<file path="src/rtl/tap_tms_sequencer.sv">
// Command-level TMS sequencer for an IEEE 1149.1 TAP. Walks the TAP through RESET/IDLE/SHIFT
// paths one TMS per clock, keeps a shadow TAP state and flags disagreement with state_obs.
module tap_tms_sequencer #(
  parameter int LEN_W   = 8,
  parameter int OBS_LAT = 1
) (
  input  logic             GCLK_Pad,
  input  logic             TRST_Pad,
  input  logic             cmd_valid,
  output logic             cmd_ready,
  input  logic [1:0]       cmd_op,
  input  logic [LEN_W-1:0] cmd_len,
  input  logic [3:0]       state_obs,
  output logic             TMS_Pad,
  output logic [3:0]       tap_state,
  output logic             shift_en,
  output logic             done,
  output logic             mismatch
);

  localparam logic [3:0] ST_TLR = 4'hF, ST_RTI = 4'hC, ST_SELDR = 4'h7, ST_CAPDR = 4'h6;
  localparam logic [3:0] ST_SHDR = 4'h2, ST_EX1DR = 4'h1, ST_PAUDR = 4'h3, ST_EX2DR = 4'h0;
  localparam logic [3:0] ST_UPDDR = 4'h5, ST_SELIR = 4'h4, ST_CAPIR = 4'hE, ST_SHIR = 4'hA;
  localparam logic [3:0] ST_EX1IR = 4'h9, ST_PAUIR = 4'hB, ST_EX2IR = 4'h8, ST_UPDIR = 4'hD;
  localparam int HD = (OBS_LAT > 0) ? OBS_LAT : 1;

  typedef enum logic [2:0] {S_INIT, S_READY, S_PRE, S_SHIFT, S_POST, S_RSTSEQ} fsm_t;

  fsm_t                   r_fsm, w_fsm_nxt;
  logic [2:0]             r_step, w_step_nxt;
  logic [LEN_W-1:0]       r_cnt, w_cnt_nxt, w_len_m1;
  logic                   r_tms, r_shift_en, r_done, r_mm;
  logic [3:0]             r_tap, w_tap_dly;
  logic [HD-1:0][3:0]     r_hist;
  logic [2:0]             r_warm;
  logic                   w_tms, w_shift, w_done, w_ready, w_accept, w_chk_en;

  function automatic logic [3:0] tap_next(input logic [3:0] s, input logic tms);
    case (s)
      ST_TLR:   tap_next = tms ? ST_TLR   : ST_RTI;
      ST_RTI:   tap_next = tms ? ST_SELDR : ST_RTI;
      ST_SELDR: tap_next = tms ? ST_SELIR : ST_CAPDR;
      ST_CAPDR: tap_next = tms ? ST_EX1DR : ST_SHDR;
      ST_SHDR:  tap_next = tms ? ST_EX1DR : ST_SHDR;
      ST_EX1DR: tap_next = tms ? ST_UPDDR : ST_PAUDR;
      ST_PAUDR: tap_next = tms ? ST_EX2DR : ST_PAUDR;
      ST_EX2DR: tap_next = tms ? ST_UPDDR : ST_SHDR;
      ST_UPDDR: tap_next = tms ? ST_SELDR : ST_RTI;
      ST_SELIR: tap_next = tms ? ST_TLR   : ST_CAPIR;
      ST_CAPIR: tap_next = tms ? ST_EX1IR : ST_SHIR;
      ST_SHIR:  tap_next = tms ? ST_EX1IR : ST_SHIR;
      ST_EX1IR: tap_next = tms ? ST_UPDIR : ST_PAUIR;
      ST_PAUIR: tap_next = tms ? ST_EX2IR : ST_PAUIR;
      ST_EX2IR: tap_next = tms ? ST_UPDIR : ST_SHIR;
      ST_UPDIR: tap_next = tms ? ST_SELDR : ST_RTI;
      default:  tap_next = ST_TLR;
    endcase
  endfunction

  // done is still high in the first READY cycle, so hold off the next accept by one cycle
  assign w_ready  = (r_fsm == S_READY) && !r_done;
  assign w_accept = cmd_valid && w_ready;
  assign w_len_m1 = (cmd_len == '0) ? '0 : cmd_len - LEN_W'(1);
  assign w_chk_en = (r_warm == 3'(OBS_LAT + 1));

  generate
    if (OBS_LAT == 0) begin : g_nodly
      assign w_tap_dly = r_tap;
    end else begin : g_dly
      assign w_tap_dly = r_hist[HD-1];
    end
  endgenerate

  always_ff @(posedge GCLK_Pad) begin
    if (TRST_Pad) begin
      r_fsm      <= S_INIT;
      r_step     <= '0;
      r_cnt      <= '0;
      r_tms      <= 1'b0;
      r_tap      <= ST_TLR;
      r_shift_en <= 1'b0;
      r_done     <= 1'b0;
      r_mm       <= 1'b0;
      r_hist     <= {HD{ST_TLR}};
      r_warm     <= '0;
    end else begin
      r_fsm      <= w_fsm_nxt;
      r_step     <= w_step_nxt;
      r_cnt      <= w_cnt_nxt;
      r_tms      <= w_tms;
      r_tap      <= tap_next(r_tap, w_tms);
      r_shift_en <= w_shift;
      r_done     <= w_done;
      r_hist[0]  <= r_tap;
      for (int i = 1; i < HD; i++) r_hist[i] <= r_hist[i-1];
      if (!w_chk_en) r_warm <= r_warm + 3'd1;
      if (w_chk_en && (w_tap_dly != state_obs)) r_mm <= 1'b1;
    end
  end

  // PRE steps 0..3 emit 1,1,0,0; DR enters at step 1 to get 1,0,0. IDLE reuses the last RSTSEQ step.
  always_comb begin
    w_fsm_nxt  = r_fsm;
    w_step_nxt = r_step;
    w_cnt_nxt  = r_cnt;
    case (r_fsm)
      S_INIT: w_fsm_nxt = S_READY;
      S_READY: begin
        if (w_accept) begin
          case (cmd_op)
            2'b00: begin w_fsm_nxt = S_RSTSEQ; w_step_nxt = 3'd0; end
            2'b01: begin w_fsm_nxt = S_RSTSEQ; w_step_nxt = 3'd5; end
            2'b10: begin w_fsm_nxt = S_PRE; w_step_nxt = 3'd0; w_cnt_nxt = w_len_m1; end
            default: begin w_fsm_nxt = S_PRE; w_step_nxt = 3'd1; w_cnt_nxt = w_len_m1; end
          endcase
        end
      end
      S_PRE: begin
        if (r_step == 3'd3) w_fsm_nxt = S_SHIFT;
        else                w_step_nxt = r_step + 3'd1;
      end
      S_SHIFT: begin
        if (r_cnt == '0) begin
          w_fsm_nxt  = S_POST;
          w_step_nxt = 3'd0;
        end else begin
          w_cnt_nxt = r_cnt - LEN_W'(1);
        end
      end
      S_POST: begin
        if (r_step == 3'd1) w_fsm_nxt = S_READY;
        else                w_step_nxt = r_step + 3'd1;
      end
      S_RSTSEQ: begin
        if (r_step == 3'd5) w_fsm_nxt = S_READY;
        else                w_step_nxt = r_step + 3'd1;
      end
      default: w_fsm_nxt = S_INIT;
    endcase
  end

  always_comb begin
    w_tms   = 1'b0;
    w_shift = 1'b0;
    w_done  = 1'b0;
    case (r_fsm)
      S_PRE:    w_tms = (r_step < 3'd2);
      S_SHIFT:  begin w_tms = (r_cnt == '0); w_shift = 1'b1; end
      S_POST:   begin w_tms = (r_step == 3'd0); w_done = (r_step != 3'd0); end
      S_RSTSEQ: begin w_tms = (r_step != 3'd5); w_done = (r_step == 3'd5); end
      default:  w_tms = 1'b0;
    endcase
  end

  assign cmd_ready = w_ready;
  assign TMS_Pad   = r_tms;
  assign tap_state = r_tap;
  assign shift_en  = r_shift_en;
  assign done      = r_done;
  assign mismatch  = r_mm;

endmodule

</file>
<file path="config.mk">
export PLATFORM = sky130hd
export DESIGN_NAME = tap_tms_sequencer
export DESIGN_NICKNAME = d
export VERILOG_FILES = /design/src/rtl/tap_tms_sequencer.sv
export SDC_FILE = /design/constraint.sdc
export NUM_CORES = 1
export LEC_CHECK = 0
export BUFFER_PORTS_ARGS = -buffer_cell sky130_fd_sc_hd__buf_2
export CAP_MARGIN = 20
export CORE_UTILIZATION = 40
export CTS_CLUSTER_DIAMETER = 40
export DETAILED_ROUTE_END_ITERATION = 10
export SETUP_SLACK_MARGIN = 0.02
export SLEW_MARGIN = 25
export SYNTH_ARGS = -nofsm -noshare
export SYNTH_HDL_FRONTEND = slang
export SYNTH_SLANG_ARGS = --single-unit
export TNS_END_PERCENT = 100
</file>
<file path="constraint.sdc">
create_clock -name GCLK_Pad -period 1.95 [get_ports GCLK_Pad]
set_input_delay 0.0975 -clock GCLK_Pad [delete_from_list [all_inputs] [get_ports GCLK_Pad]]
set_output_delay 0.0975 -clock GCLK_Pad [all_outputs]
set_load 0.01 [all_outputs]
</file>
==> summary.md, run 1 <==
| Metric | Value |
|---|---|
| Cells after synthesis | `218` |
| Status | `finished with violations` |
| Boundary Pins | `26` |
| Seq/Total Area, Yosys | `0.301` |
| First-pass GRT wire length | `7180 um` |
| Crit Path Class | `reg -> reg` |
| CP Launch Type | `flip-flop` |
| Post-Syn Area per Cell | `around 9 sq um` |
| Post-route DRC | `1` |
| Core Footprint | `0.00450 sq mm` |
| Yosys top cell by area | `dfxtp_1` |
| # nets final | `286` |
| Final ANT Viol Nets | `0` |
| Share of cells above drive strength 1 | `0.301` |
| Final min period | `~1900 ps` |
| Mapped Area | `0.00193 sq mm` |
| Crit path max fanout | `4` |
| Synth top area share | `0.301` |
| Max-cap violations | `0` |
| DRT iter0 DRCs | `104` |
| Final Skew | `7.56 ps` |
| Antenna violations before repair | `0` |
| Synth Register Bits | `29` |
| CP required | `2100 ps` |
| Vias in the first global route | `1,604` |
| Total chip power | `2.93 mW` |
| Mapped Nets | `246` |
| WHS Path Cells | `3` |
| Violated checks | `design-rule violations` |
| Clock tree buffer depth | `2` |
| Post-DP HPWL | `3140 um` |
| R2R depth | `7` |
| Max-slew headroom | `0.625` |
| Die height | `71.4 um` |
| Power Density | `1280 mW/mm^2` |
| 1st-pass router iterations | `7` |
| CTS Buf Count | `5` |
| GP Congestion | `0.814` |
| Most frequent cells in the layout | `dfxtp_1, buf_2, nor2_1, o21ai_0, buf_4` |
| Clock Latency Late Sink | `approximately 280 ps` |
| Hold WS | `152 ps` |
| Most common cell after layout, fill and taps aside | `dfxtp_1` |
| Mean routed wirelength per cell | `around 14 um` |
| Final Core Density | `0.508` |
| Tot GR Track Use | `0.181` |
| Arr. time, crit path | `2020 ps` |
| I/O Buffers | `25` |
| Largest net degree at the start of global routing | `32` |
| Clock transition at path regs | `70 ps` |
| Die Wd | `71.4 um` |
| DR vias | `1,705` |
| Count of cell types in the netlist | `63` |
| Cell Rows | `24` |
| # setup viols final | `0` |
| Layout area overhead | `18.8%` |
| Ys async rst share | `0` |
| Post-synth EDFFs | `0` |
| Max Slew Vio Count | `0` |
| Post-Place Setup Slack | `roughly 6.6 ps` |
| Final WS setup | `~76 ps` |
| Initial Util | `0.428` |
| Detail-routed via count per cell | `5.48` |
| Fmax | `534 MHz` |
| Setup tns final | `0 ps` |
| Final worst path period share | `0.961` |
| H-tree depth | `2` |
| Warnings, synthesis | `0` |
| Sink Count | `29` |
| Final Hold Fails | `0` |
| Worst-Margin Slew | `563 ps` |
| ANT cells | `0` |
| RSZ-0062 raised after global routing | `yes` |
| Ys flop type | `dfxtp_1` |
| Pleak | `between 0.9 and 1 nW` |
| Total grt overflow | `0` |
| Worst vdd ir | `0.000699 V` |
| Die area | `0.00510 sq mm` |
| CTS root buffer | `clkbuf_8` |
| Drt total wl | `4260 um` |
| Critical path endpoint category | `flip-flop` |
| Area contributors post-synth | `dfxtp_1, ha_1, o21ai_0` |
| CTS tree | `yes` |
| Hold crit path type | `in -> reg` |
-- metal layers --
layer | GRT usage | part of all wire
met2 | 0.311 | 0.50
met1 | 0.228 | 0.46
met4 | 0.0533 | 0.011
met5 | 0 | 0
met3 | 0.0380 | 0.024
-- final cells by class --
cell class                 instances  area (sq um)
clock inverter                     3          17.5
clock buffer                       5          68.8
timing repair buffer              41           245
multi-input combinational        166          1250
inverter                          15          56.3
tap                               52          65.1
sequential                        29           584
fill                             436          2220
-- logic make-up after synthesis --
kind of cell             Yosys count  share of synthesized area
XOR/XNOR                           9                     0.0409
AND/OR/NAND/NOR                   76                      0.250
adder cells (fa/ha/maj)           11                     0.0714
buffers and inverters             23                     0.0526
multiplexers                       2                     0.0110
AO/OA/AOI/OAI                     68                      0.273
flip-flops                        29                      0.301
-- through the flow --
step,instances,instance area (sq um)
after floorplan,218,1930
after global placement,301,2180
after detailed placement,301,2180
after CTS,310,2270
after global routing,311,2290
final,311,2290
-- critical path, cell delays in order (launching register included) --
cell and delay (ps):
dfxtp_2 340, ha_1 170, ha_1 170, or3b_4 400
a311oi_4 310, buf_4 190, nand2b_1 100, a21oi_1 60
-- path summary, 6_finish.rpt --
| check | from | endpoint | slack [ps] |
|---|---|---|---|
| worst min register to register | mismatch | mismatch | 460 |
| worst max register to register | r_step[1] | r_step[1] | 80 |
| worst min-delay path | cmd_len[0] | r_cnt[0] | 150 |
| worst max-delay path | r_step[1] | r_step[1] | 80 |
-- power by group --
group          total (mW)  switching (mW)  internal [mW]
registers           0.902           0.159          0.744
clock network       0.489           0.244          0.246
logic                1.53           0.808          0.727
total                2.93            1.21           1.72
-- Yosys cell counts, drive strengths merged, types with 3 or more instances --
master and n:
dfxtp 29, nor2 18, o21ai 17, inv 15, a21oi 14, ha 11, nand2 10, nor3 9
xnor2 8, buf 5, nand2b 5, nor2b 5, a31oi 4, nand3 4, nand3b 4, nor3b 4
o31ai 4, or2 4, a211oi 3, clkbuf 3, o211ai 3, o22ai 3
-- registers in the layout (all words and copies together) (netlist names) --
| name | cells |
|---|---|
| r_step | 3 |
| r_warm | 3 |
| r_cnt | 8 |
| shift_en | 1 |
| tap_state | 4 |
| r_hist | 4 |
| TMS_Pad | 1 |
| r_fsm | 3 |
| done | 1 |
| mismatch | 1 |
-- timing repair --
| item | 4_1_cts | 5_1_grt |
|---|---|---|
| setup buffers | 1 | 1 |
| pin swaps | 1 | 4 |
| hold buffers | 0 | 0 |
| gates resized for setup | 1 | 6 |
| setup endpoints to repair | 1 | 9 |
| cloned | 0 | 0 |
(Power assumes the default switching activity.)
==> inputs of run 2 (changes only) <==
GPL_TIMING_DRIVEN = 0   (was default)
==> run 2 against run 1 <==
  * The flow still finishes with violations (design-rule violations)
  * Setup slack worse by 28 ps
  * Critical path depth down 1
  * Critical endpoint is now r_step[0]
  * Final cell count is 1.6% lower
==> summary.md, run 2 (synthesis results as in run 1) <==
| Metric | Value |
|---|---|
| Die area | `0.00510 sq mm` |
| Fmax | `between 500 and 600 MHz` |
| Clock Latency Late Sink | `a little under 300 ps` |
| Die height | `71.4 um` |
| RSZ-0062 raised after global routing | `yes` |
| Die Wd | `between 70 and 80 um` |
| Largest net degree at the start of global routing | `11` |
| CP top delay family | `compound AO/OA/AOI/OAI gates` |
| Met3 Use GR | `0.0338` |
| Violated checks | `design-rule violations` |
| Pleak | `0.922 nW` |
| Post-route DRC | `1` |
| Detail-routed via count per cell | `5.60` |
| Total grt overflow | `0` |
| Clock transition at path regs | `about 70 ps` |
| Crit path buf inv count | `0` |
| Mean routed wirelength per cell | `14.6 um` |
| H-tree depth | `2` |
| 1st-pass router iterations | `7` |
| CP Launch Type | `flip-flop` |
| # setup viols final | `0` |
| Top Usage Layer GRT | `met2` |
| DRT iter0 DRCs | `roughly 90` |
| Crit Path Class | `reg -> reg` |
| Sink Count | `29` |
| Final ANT Viol Nets | `0` |
| I/O Buffers | `25` |
| Max FFs per register | `8` |
| Most common cell after layout, fill and taps aside | `buf_2` |
| Met2 usage | `0.329` |
| ANT cells | `0` |
| Max stage delay on crit path | `400 ps` |
| GP Congestion | `0.867` |
| Largest Register | `r_cnt` |
| Final min period | `1900 ps` |
| Crit path max fanout | `4` |
| Max-slew headroom | `0.592` |
| Global Route met1 Usage | `0.235` |
| Worst-Margin Slew | `612 ps` |
| Initial Util | `0.428` |
| Vias in the first global route | `between 1,500 and 2,000` |
| Drt total wl | `4460 um` |
| Total chip power | `2.92 mW` |
| Antenna violations before repair | `0` |
| DR vias | `1,715` |
| Power Density | `1280 mW/mm^2` |
| Max-cap violations | `0` |
| Share of cells above drive strength 1 | `0.291` |
| Reg2Reg Launch Point | `r_step[1]` |
| Most frequent cells in the layout | `buf_2, dfxtp_1, nor2_1, o21ai_0` |
| CP required | `around 2100 ps` |
| CTS root buffer | `clkbuf_8` |
| Crit path from | `r_step[1]` |
| Cell Area, Placed | `0.00212 sq mm` |
| Hold Startpoint | `cmd_op[0]` |
| Hold crit path type | `in -> reg` |
| Post-layout instance area | `about 0.0023 sq mm` |
| Clock tree buffer depth | `2` |
| Final Hold Fails | `0` |
| First-pass GRT wire length | `roughly 7600 um` |
| Worst vdd ir | `0.000562 V` |
| CTS Hold Bufs | `0` |
| Status | `finished with violations` |
| Layout area overhead | `18.4%` |
| # nets final | `281` |
| Arr. time, crit path | `2090 ps` |
| Most common cell on crit path | `ha_4` |
| Post-DP HPWL | `3170 um` |
| Boundary Pins | `26` |
| Tot GR Track Use | `0.190` |
| Worst path slowest cell | `or3b_4` |
| Core Footprint | `0.00450 sq mm` |
| Cell Rows | `24` |
| Max Slew Vio Count | `0` |
| CTS Buf Count | `5` |
| CP Cell Sequence | `ha_4, ha_4, or3b_4, a311oi_4, a21oi_1, a311oi_1` |
| Final worst path period share | `0.975` |
| Final Skew | `7.30 ps` |
| CTS tree | `yes` |
| Critical path endpoint category | `flip-flop` |
-- run 2: cell count changes in the layout (fill, tap and decap cells not counted), sizes merged --
cell and delta:
clkbuf +3, buf -8
-- run 2: through the flow --
step,cells,worst slack [ps],TNS (ps),hold WS [ps],utilization
after global placement,295,-53.5,-119,428,0.470
final,306,48.2,0,127,0.506
after global routing,306,-62.6,-67.3,167,0.506
after detailed placement,295,-63.8,-142,429,0.470
after CTS,305,21.4,0,117,0.494
after floorplan,218,160,0,270,-
-- run 2: power breakdown --
group | leakage, nW | total (mW) | switching (mW) | internal, mW
Sequential | 0.241 | 0.934 | 0.180 | 0.754
Clock | 0.0439 | 0.500 | 0.255 | 0.246
Combinational | 0.637 | 1.49 | 0.801 | 0.685
-- run 2: worst paths after layout --
| kind | cells past startpoint | to | slack [ps] |
|---|---|---|---|
| setup / recovery | 6 | r_step[0] | 50 |
| hold / removal | 3 | r_step[0] | 130 |
| setup reg to reg | 6 | r_step[0] | 50 |
| hold reg to reg | 2 | mismatch | 470 |
-- run 2: repair_timing --
item,CTS,global route
pin swaps,5,6
gates resized for setup,4,14
cloned,0,0
endpoints found under the setup margin,4,11
setup buffers,2,1
-- run 2: worst register-to-register path, cell delays in order, from the launching register on --
cell and delay [ps]:
dfxtp_4 360, ha_4 160, ha_4 150, or3b_4 400
a311oi_4 350, a21oi_1 110, a311oi_1 260
-- run 2: area by class of cell --
type	instances	area [sq um]
buffer	8	45.0
clock buffer	5	68.8
clock inverter	3	17.5
fill	445	2220
inverter	15	56.3
multi-input combinational	166	1290
sequential	29	593
tap	52	65.1
timing repair buffer	28	148
-- run 2: layer usage --
metal,vias up,share of wire,wire (um)
met1,795,0.45,2000
met4,0,0.020,90
met3,11,0.031,140
met5,-,0,0
met2,39,0.50,2230
li1,870,-,-
